### config.mk
export PLATFORM = sky130hd
export DESIGN_NAME = display_mode_ctrl_flat
export DESIGN_NICKNAME = d
export VERILOG_FILES = /design/src/rtl/display_mode_ctrl_if.sv /design/src/rtl/display_mode_ctrl.sv /design/src/flat_wrapper.sv
export SDC_FILE = /design/constraint.sdc
export NUM_CORES = 1
export LEC_CHECK = 0
export ABC_AREA = 0
export BUFFER_PORTS_ARGS = -buffer_cell sky130_fd_sc_hd__buf_2
export CORE_MARGIN = 4
export CORE_UTILIZATION = 50
export CTS_BUF_LIST = sky130_fd_sc_hd__clkbuf_4 sky130_fd_sc_hd__clkbuf_8
export DETAILED_ROUTE_END_ITERATION = 16
export GPL_ROUTABILITY_DRIVEN = 0
export GPL_TIMING_DRIVEN = 0
export PLACE_DENSITY = 0.74
export SYNTH_ARGS = -nofsm -noshare
export SYNTH_HDL_FRONTEND = slang
export SYNTH_SLANG_ARGS = --single-unit
### constraint.sdc
create_clock -name clock -period 3.6 [get_ports clock]
set_input_delay 0.18 -clock clock [delete_from_list [all_inputs] [get_ports clock]]
set_output_delay 0.18 -clock clock [all_outputs]
set_load 0.01 [all_outputs]
### src/rtl/display_mode_ctrl_if.sv
// Button/timing inputs and display outputs of the bicycle computer's display-mode controller.
// The master modport drives the button and timing pulses; the slave is the controller.
interface display_mode_ctrl_if;
  logic       mode;
  logic       sec_pulse;
  logic       half_sec_pulse;
  logic [1:0] mode_sel;
  logic       DAY;
  logic       AVS;
  logic       TIM;
  logic       MAX;
  logic       col;
  logic       point;
  logic       clr_day;
  logic       clr_max;

  modport master (
    output mode, sec_pulse, half_sec_pulse,
    input  mode_sel, DAY, AVS, TIM, MAX, col, point, clr_day, clr_max
  );

  modport slave (
    input  mode, sec_pulse, half_sec_pulse,
    output mode_sel, DAY, AVS, TIM, MAX, col, point, clr_day, clr_max
  );
endinterface

### src/rtl/display_mode_ctrl.sv
// Debounces the mode button and cycles the display DAY -> AVS -> TIM -> MAX.
// Define DISPLAY_LONG_PRESS_CLEAR_EN to make a long hold clear distance (DAY) or max speed (MAX).
module display_mode_ctrl #(
  parameter int DEBOUNCE_CYCLES = 16,
  parameter int LONG_PRESS_SEC  = 2
) (
  input logic                clock,
  input logic                reset,
  display_mode_ctrl_if.slave bus
);

  localparam int            CntW    = $clog2(DEBOUNCE_CYCLES + 1);
  localparam logic [CntW-1:0] CntLast = CntW'(DEBOUNCE_CYCLES - 1);

  typedef enum logic [1:0] {
    MODE_DAY = 2'd0,
    MODE_AVS = 2'd1,
    MODE_TIM = 2'd2,
    MODE_MAX = 2'd3
  } mode_e;

`ifdef DISPLAY_LONG_PRESS_CLEAR_EN
  typedef enum logic [1:0] {ST_IDLE, ST_HELD, ST_LONG} state_e;
  localparam logic [2:0] HoldLast = 3'(LONG_PRESS_SEC);
  logic [2:0] holdCnt_q;
  logic       clrDay_q;
  logic       clrMax_q;
`else
  typedef enum logic {ST_IDLE, ST_HELD} state_e;
  localparam int unusedLongPressSec = LONG_PRESS_SEC;
  logic unusedSecPulse;
  assign unusedSecPulse = bus.sec_pulse;
`endif

  logic            sync1_q;
  logic            sync2_q;
  logic [CntW-1:0] dbCnt_q;
  logic            btn_q;
  state_e          state_q;
  mode_e           mode_q;
  logic [3:0]      ind_q;
  logic            col_q;
  logic            point_q;
  mode_e           modeNext_d;
  logic [3:0]      indNext_d;

  // The debounced level only flips after the synchronized sample has disagreed for a full run.
  always_ff @(posedge clock or negedge reset) begin
    if (!reset) begin
      sync1_q <= 1'b0;
      sync2_q <= 1'b0;
      dbCnt_q <= '0;
      btn_q   <= 1'b0;
    end else begin
      sync1_q <= bus.mode;
      sync2_q <= sync1_q;
      if (sync2_q == btn_q) begin
        dbCnt_q <= '0;
      end else if (dbCnt_q == CntLast) begin
        dbCnt_q <= '0;
        btn_q   <= sync2_q;
      end else begin
        dbCnt_q <= dbCnt_q + 1'b1;
      end
    end
  end

  always_comb begin
    modeNext_d = mode_e'(mode_q + 2'd1);
    indNext_d  = 4'b1000 >> modeNext_d;
  end

  // Button FSM and registered display outputs. The short action's col assignment comes last,
  // so a half-second pulse in the cycle TIM is entered is overridden by the entry value.
  always_ff @(posedge clock or negedge reset) begin
    if (!reset) begin
      state_q   <= ST_IDLE;
      mode_q    <= MODE_DAY;
      ind_q     <= 4'b1000;
      col_q     <= 1'b0;
      point_q   <= 1'b1;
`ifdef DISPLAY_LONG_PRESS_CLEAR_EN
      holdCnt_q <= '0;
      clrDay_q  <= 1'b0;
      clrMax_q  <= 1'b0;
`endif
    end else begin
`ifdef DISPLAY_LONG_PRESS_CLEAR_EN
      clrDay_q <= 1'b0;
      clrMax_q <= 1'b0;
`endif
      if (mode_q == MODE_TIM && bus.half_sec_pulse) begin
        col_q <= ~col_q;
      end
      case (state_q)
        ST_IDLE: begin
          if (btn_q) begin
            state_q   <= ST_HELD;
`ifdef DISPLAY_LONG_PRESS_CLEAR_EN
            holdCnt_q <= '0;
`endif
          end
        end
        ST_HELD: begin
          if (!btn_q) begin
            state_q <= ST_IDLE;
            mode_q  <= modeNext_d;
            ind_q   <= indNext_d;
            point_q <= (modeNext_d != MODE_TIM);
            col_q   <= (modeNext_d == MODE_TIM);
          end
`ifdef DISPLAY_LONG_PRESS_CLEAR_EN
          else if (bus.sec_pulse) begin
            holdCnt_q <= holdCnt_q + 3'd1;
            if (holdCnt_q + 3'd1 == HoldLast) begin
              state_q  <= ST_LONG;
              clrDay_q <= (mode_q == MODE_DAY);
              clrMax_q <= (mode_q == MODE_MAX);
            end
          end
`endif
        end
`ifdef DISPLAY_LONG_PRESS_CLEAR_EN
        ST_LONG: begin
          if (!btn_q) begin
            state_q <= ST_IDLE;
          end
        end
`endif
        default: state_q <= ST_IDLE;
      endcase
    end
  end

  assign bus.mode_sel = mode_q;
  assign bus.DAY      = ind_q[3];
  assign bus.AVS      = ind_q[2];
  assign bus.TIM      = ind_q[1];
  assign bus.MAX      = ind_q[0];
  assign bus.col      = col_q;
  assign bus.point    = point_q;
`ifdef DISPLAY_LONG_PRESS_CLEAR_EN
  assign bus.clr_day  = clrDay_q;
  assign bus.clr_max  = clrMax_q;
`else
  assign bus.clr_day  = 1'b0;
  assign bus.clr_max  = 1'b0;
`endif

endmodule

### src/flat_wrapper.sv
// flat-port wrapper written by rule: the top's interface ports become plain ports
module display_mode_ctrl_flat 
#(
  parameter int DEBOUNCE_CYCLES = 16,
  parameter int LONG_PRESS_SEC  = 2
)
  (clock, reset, bus_mode, bus_sec_pulse, bus_half_sec_pulse, bus_mode_sel, bus_DAY, bus_AVS, bus_TIM, bus_MAX, bus_col, bus_point, bus_clr_day, bus_clr_max);
  display_mode_ctrl_if bus_i ();
  input logic clock;
  input logic reset;
  input wire logic [$bits(bus_i.mode)-1:0] bus_mode;
  input wire logic [$bits(bus_i.sec_pulse)-1:0] bus_sec_pulse;
  input wire logic [$bits(bus_i.half_sec_pulse)-1:0] bus_half_sec_pulse;
  output wire logic [$bits(bus_i.mode_sel)-1:0] bus_mode_sel;
  output wire logic [$bits(bus_i.DAY)-1:0] bus_DAY;
  output wire logic [$bits(bus_i.AVS)-1:0] bus_AVS;
  output wire logic [$bits(bus_i.TIM)-1:0] bus_TIM;
  output wire logic [$bits(bus_i.MAX)-1:0] bus_MAX;
  output wire logic [$bits(bus_i.col)-1:0] bus_col;
  output wire logic [$bits(bus_i.point)-1:0] bus_point;
  output wire logic [$bits(bus_i.clr_day)-1:0] bus_clr_day;
  output wire logic [$bits(bus_i.clr_max)-1:0] bus_clr_max;
  assign bus_i.mode = bus_mode;
  assign bus_i.sec_pulse = bus_sec_pulse;
  assign bus_i.half_sec_pulse = bus_half_sec_pulse;
  assign bus_mode_sel = bus_i.mode_sel;
  assign bus_DAY = bus_i.DAY;
  assign bus_AVS = bus_i.AVS;
  assign bus_TIM = bus_i.TIM;
  assign bus_MAX = bus_i.MAX;
  assign bus_col = bus_i.col;
  assign bus_point = bus_i.point;
  assign bus_clr_day = bus_i.clr_day;
  assign bus_clr_max = bus_i.clr_max;
  display_mode_ctrl #(.DEBOUNCE_CYCLES(DEBOUNCE_CYCLES), .LONG_PRESS_SEC(LONG_PRESS_SEC)) u_core (.clock(clock), .reset(reset), .bus(bus_i));
endmodule
# Word level (Yosys, flattened, before mapping)
# Cells that the tools add are included.
# classes
addsub,2
n_reduce_logical,3
muxes,6
n_eq_ne,5
bitwise,3
shifts,1
# op_table
op,n
$mux 5,2
$add 5x1->5 const B,1
$eq 5x4->1 const B,1
$eq 2x2->1 const B,2
$mux 1,4
$reduce_and 2->1,2
$shr 4x2->4 const A,1
$not 1->1,3
$add 2x1->2 const B,1
$ne 2x2->1 const B,1
$eq 1x1->1,1
$logic_and 1x1->1,1
# word_totals
output_inout_bits,10
input_bits,5
reg_bits,17

# Logic depth before layout (Yosys ltp)
# depth
depth_word,5
mapped_depth,5

# Least setup slack after synthesis
# No wires, ideal clock.
# synth_path
path_kind,reg2reg
start,"register u_core.mode_q[0], in the netlist u_core.bus.mode_sel[0]"
end,"register u_core.mode_q[1], in the netlist u_core.bus.mode_sel[1]"
n_path_buf,0
slack_ps,2395
period_less_slack_ps,1205
arrival_ps,1080
required_ps,3475
stages_incl_launch_ff,4
path_cell_list,dfrtp_1 inv_1 ha_1 mux2_4
# synth_between
elab_chain_cells,1
# synth_lines
item,line_no,rtl
from (decl),display_mode_ctrl.sv:40,mode_e mode_q;
from (signal assigned),display_mode_ctrl.sv:107,mode_q <= modeNext_d;
$add 2x1->2,display_mode_ctrl.sv:69,modeNext_d = mode_e'(mode_q + 2'd1);
named net u_core.modeNext_d[1],display_mode_ctrl.sv:44,mode_e modeNext_d;
# The timed path passes the listed nets, and every way through them passes these cells.
# A chain may end at the register's enable or synchronous reset.

# Final worst setup path
# layout_path
start,register u_core.dbCnt_q[0]
end,register u_core.btn_q
# layout_between
elab_chain_cells,2
# layout_lines
item,line_no,rtl
from (decl),display_mode_ctrl.sv:37,logic [CntW-1:0] dbCnt_q;
from (signal assigned),display_mode_ctrl.sv:63,dbCnt_q <= dbCnt_q + 1'b1;
$eq 5x4->1,display_mode_ctrl.sv:59,end else if (dbCnt_q == CntLast) begin
$reduce_and 2->1 (no line),-,
to (signal assigned),display_mode_ctrl.sv:61,btn_q <= sync2_q;
to (decl),display_mode_ctrl.sv:38,logic btn_q;
# No other way between the ends.

==> flow_summary.toml <==
[status]
status = "finished, final reports clean"

[yosys]
syn_inst = 55
synth_xor_area_frac = 0.0583
yosys_warnings = 0
synth_top_family_by_area = "multiplexers"
yosysSeqAreaShare = 0.570
synth_simple_gate_area_frac = 0.0783
synth.avg_cell_area_um2 = 13.6
yosysUniqueCellTypes = 20
synthAdderAreaFrac = 0.100
syn_area_um2 = 751
synth-compound-area-share = 0.0233
ys_ff_latch = 17
synthMuxAreaShare = 0.115

[detailed_routing]
final_antenna_net_count = 0
top_layer = "met4"
avgViaCountPerCell = 4.88
dr_total_vias = 429
wl_met2_um = 492
drcViolationCount = 0
routedWlPerCell_um = 12.1
wl_met1_um = 497
met3_length_um = 61
firstDrtPassIters = 2
drt_wl_total_um = 1070
drt_iter0_markers = 1

[floorplanning]
die_width_um = 46.8
row_count = 13
ios = 15
core_area_mm2 = 0.00135
die_y_um = 46.8
initial_core_util = 0.556
die_area_mm2 = 0.00219

[power_and_ir_drop]
combPwrFrac = 0.057
power.density_mw_per_mm2 = 367
sw_frac_of_total = 0.209
clkPwrFrac = 0.325
p_int_uw = 255
p_switching_uw = 67.4
ir_drop_uv = 236
seqPwrFrac = 0.618
p_leak_nw = 0.489

[worst_setup_path]
crit_family = "flip-flops"
critPathMaxFanout = 3
path_class = "register to register"
startpoint_type = "register"
cpMaxStageDelayCell = "dfrtp_1"
critical_path.cell_chain = "ha_1 -> nand3_1 -> nor2_1 -> mux2_2"
critPathCaptureType = "register"
critPathBufInv = 0
cpPeakStageDelay_ns = 0.38
required_ns = 3.77
cp.arrival_ns = 1.43

[cts]
cts.htree.levels = 1
clock_latency_ns = 0.28
cts_made_buffers = 3
clock_sinks = 17
path_clk_slew_ns = 0.09
cts_tree = "done"
cts_root_buf = "clkbuf_4"
clk_path_buf_depth = 2
cts_hold_buf = 2
ctsResizeCount = 0
cts_setup_buffers = 0

[placed_design]
dp_hpwl_um = 802
pre_cts_ws_ns = 2.33
port_buffers = 11

[global_route]
grt_pass1_vias = 427
overflow = 0
grt_max_degree = 18
grt_first_pass_wirelength_um = 1790
antenna_found_initial = 0
grtUsageTotal = 0.126

[final_layout]
nets = 85
antenna_cells = 0
final_layout_size_suffix_gt1_frac = 0.370
post-route-util = 0.651
areaGrowthSynthToFinish_pct = 17.0

[timing]
max_freq_ghz = 0.795
min_period_over_period = 0.349
final_max_slew_viol_count = 0
fin_setup_tns_ns = 0
hold_slack_ns = 0.257
min_period_ns = 1.26
finalSetupViolCount = 0
fin_ws_ns = 2.34
worst_clock_skew_ns = 0.00143
rsz0062_at_grt = "false"
finalHoldViolCount = 0

[min_path]
hold_class = "primary input to register"

[job]
drv_cap = 0
[area by class of cell]
type	count	area, um2
repair buffers	13	75.1
well taps	15	18.8
clock buffers	4	30.0
flip-flops and latches	17	428
fillers	113	472
multi-input cells	33	289
plain buffers	3	26.3
inverters	3	11.3
[tightest hold or removal path: stages]
cell and delay [ns]:
buf_2 0.07, nand2_1 0.05, xor2_1 0.12, a21oi_1 0.08
[kinds of logic (layout without fill, tap and decap cells)]
group           count (synthesis)  count (layout)
buf+inv                         6              23
simple gates                   11              11
flops                          17              17
compound gates                  3               3
mux                             6               6
fa+ha+maj                       6               6
other cells                     1               2
xor+xnor                        5               5
[sequential cells by signal (all words and copies together) (netlist names)]
| name | cells |
|---|---|
| u_core.bus.mode_sel | 2 |
| u_core.sync1_q | 1 |
| u_core.ind_q | 4 |
| u_core.bus.col | 1 |
| u_core.sync2_q | 1 |
| u_core.dbCnt_q | 5 |
| u_core.btn_q | 1 |
| u_core.state_q | 1 |
| u_core.bus.point | 1 |
[path summary, 6_finish.rpt]
check	startpoint	end	slack (ns)	cells past startpoint
setup / recovery	u_core.dbCnt_q[0]	u_core.btn_q	2.34	4
min in group asynchronous	reset	u_core.dbCnt_q[3]	0.33	2
hold / removal	bus_half_sec_pulse	u_core.bus.col	0.26	4
setup reg to reg	u_core.dbCnt_q[0]	u_core.btn_q	2.34	4
hold reg to reg	u_core.sync1_q	u_core.sync2_q	0.36	0
max in group asynchronous	reset	u_core.bus.point	2.96	2
[power groups by stage]
stage / registers (mW) / logic, mW / clock network, mW
after floorplan: 0.203 / 0.00929 / 0
after global placement: 0.203 / 0.0168 / 0
after detailed placement: 0.203 / 0.0170 / 0
after CTS: 0.199 / 0.0188 / 0.113
after global routing: 0.200 / 0.0212 / 0.119
final: 0.199 / 0.0184 / 0.105
[synth_stat cells (all sizes together)]
cell,instances,share of area
dfrtp,15,0.50
ha,6,0.10
mux2,6,0.11
nor2,5,0.025
xor2,4,0.047
buf,3,0.035
inv,3,0.015
dfstp,2,0.070
nand3,2,0.013
a21o,1,0.010
a21oi,1,0.0067
and2,1,0.0083
and3,1,0.0083
conb,1,0.0050
nand2,1,0.0050
nand2b,1,0.018
o21ai,1,0.0067
xnor2,1,0.012
[cell usage in the layout (no fill, tap or decap)]
| cell | instances |
|---|---|
| dfrtp_1 | 15 |
| buf_2 | 11 |
| ha_1 | 6 |
| nor2_1 | 5 |
| mux2_4 | 5 |
| xor2_1 | 4 |
| clkbuf_4 | 4 |
| inv_1 | 3 |
| nand3_1 | 2 |
| buf_4 | 2 |
| conb_1 | 2 |
| dlygate4sd3_1 | 2 |
| dfstp_2 | 2 |
| o21ai_0 | 1 |
| and2_1 | 1 |
| nand2b_4 | 1 |
| buf_6 | 1 |
| nand2_1 | 1 |
| a21oi_1 | 1 |
| and3_1 | 1 |
| mux2_2 | 1 |
| a21o_1 | 1 |
| xnor2_1 | 1 |
[metrics by stage]
step	power, mW	instances	area, um2
2_1_floorplan	0.212	56	754
3_3_place_gp	0.220	82	828
3_5_place_dp	0.220	82	828
4_1_cts	0.331	88	878
5_1_grt	0.340	88	878
6_report	0.323	88	878
[layer usage]
layer,GRT usage,vias to the layer above
met1,0.153,209
met5,0,-
met4,0.116,0
met3,0.0460,2
met2,0.173,9
li1,-,209
(Power assumes the default switching activity.)
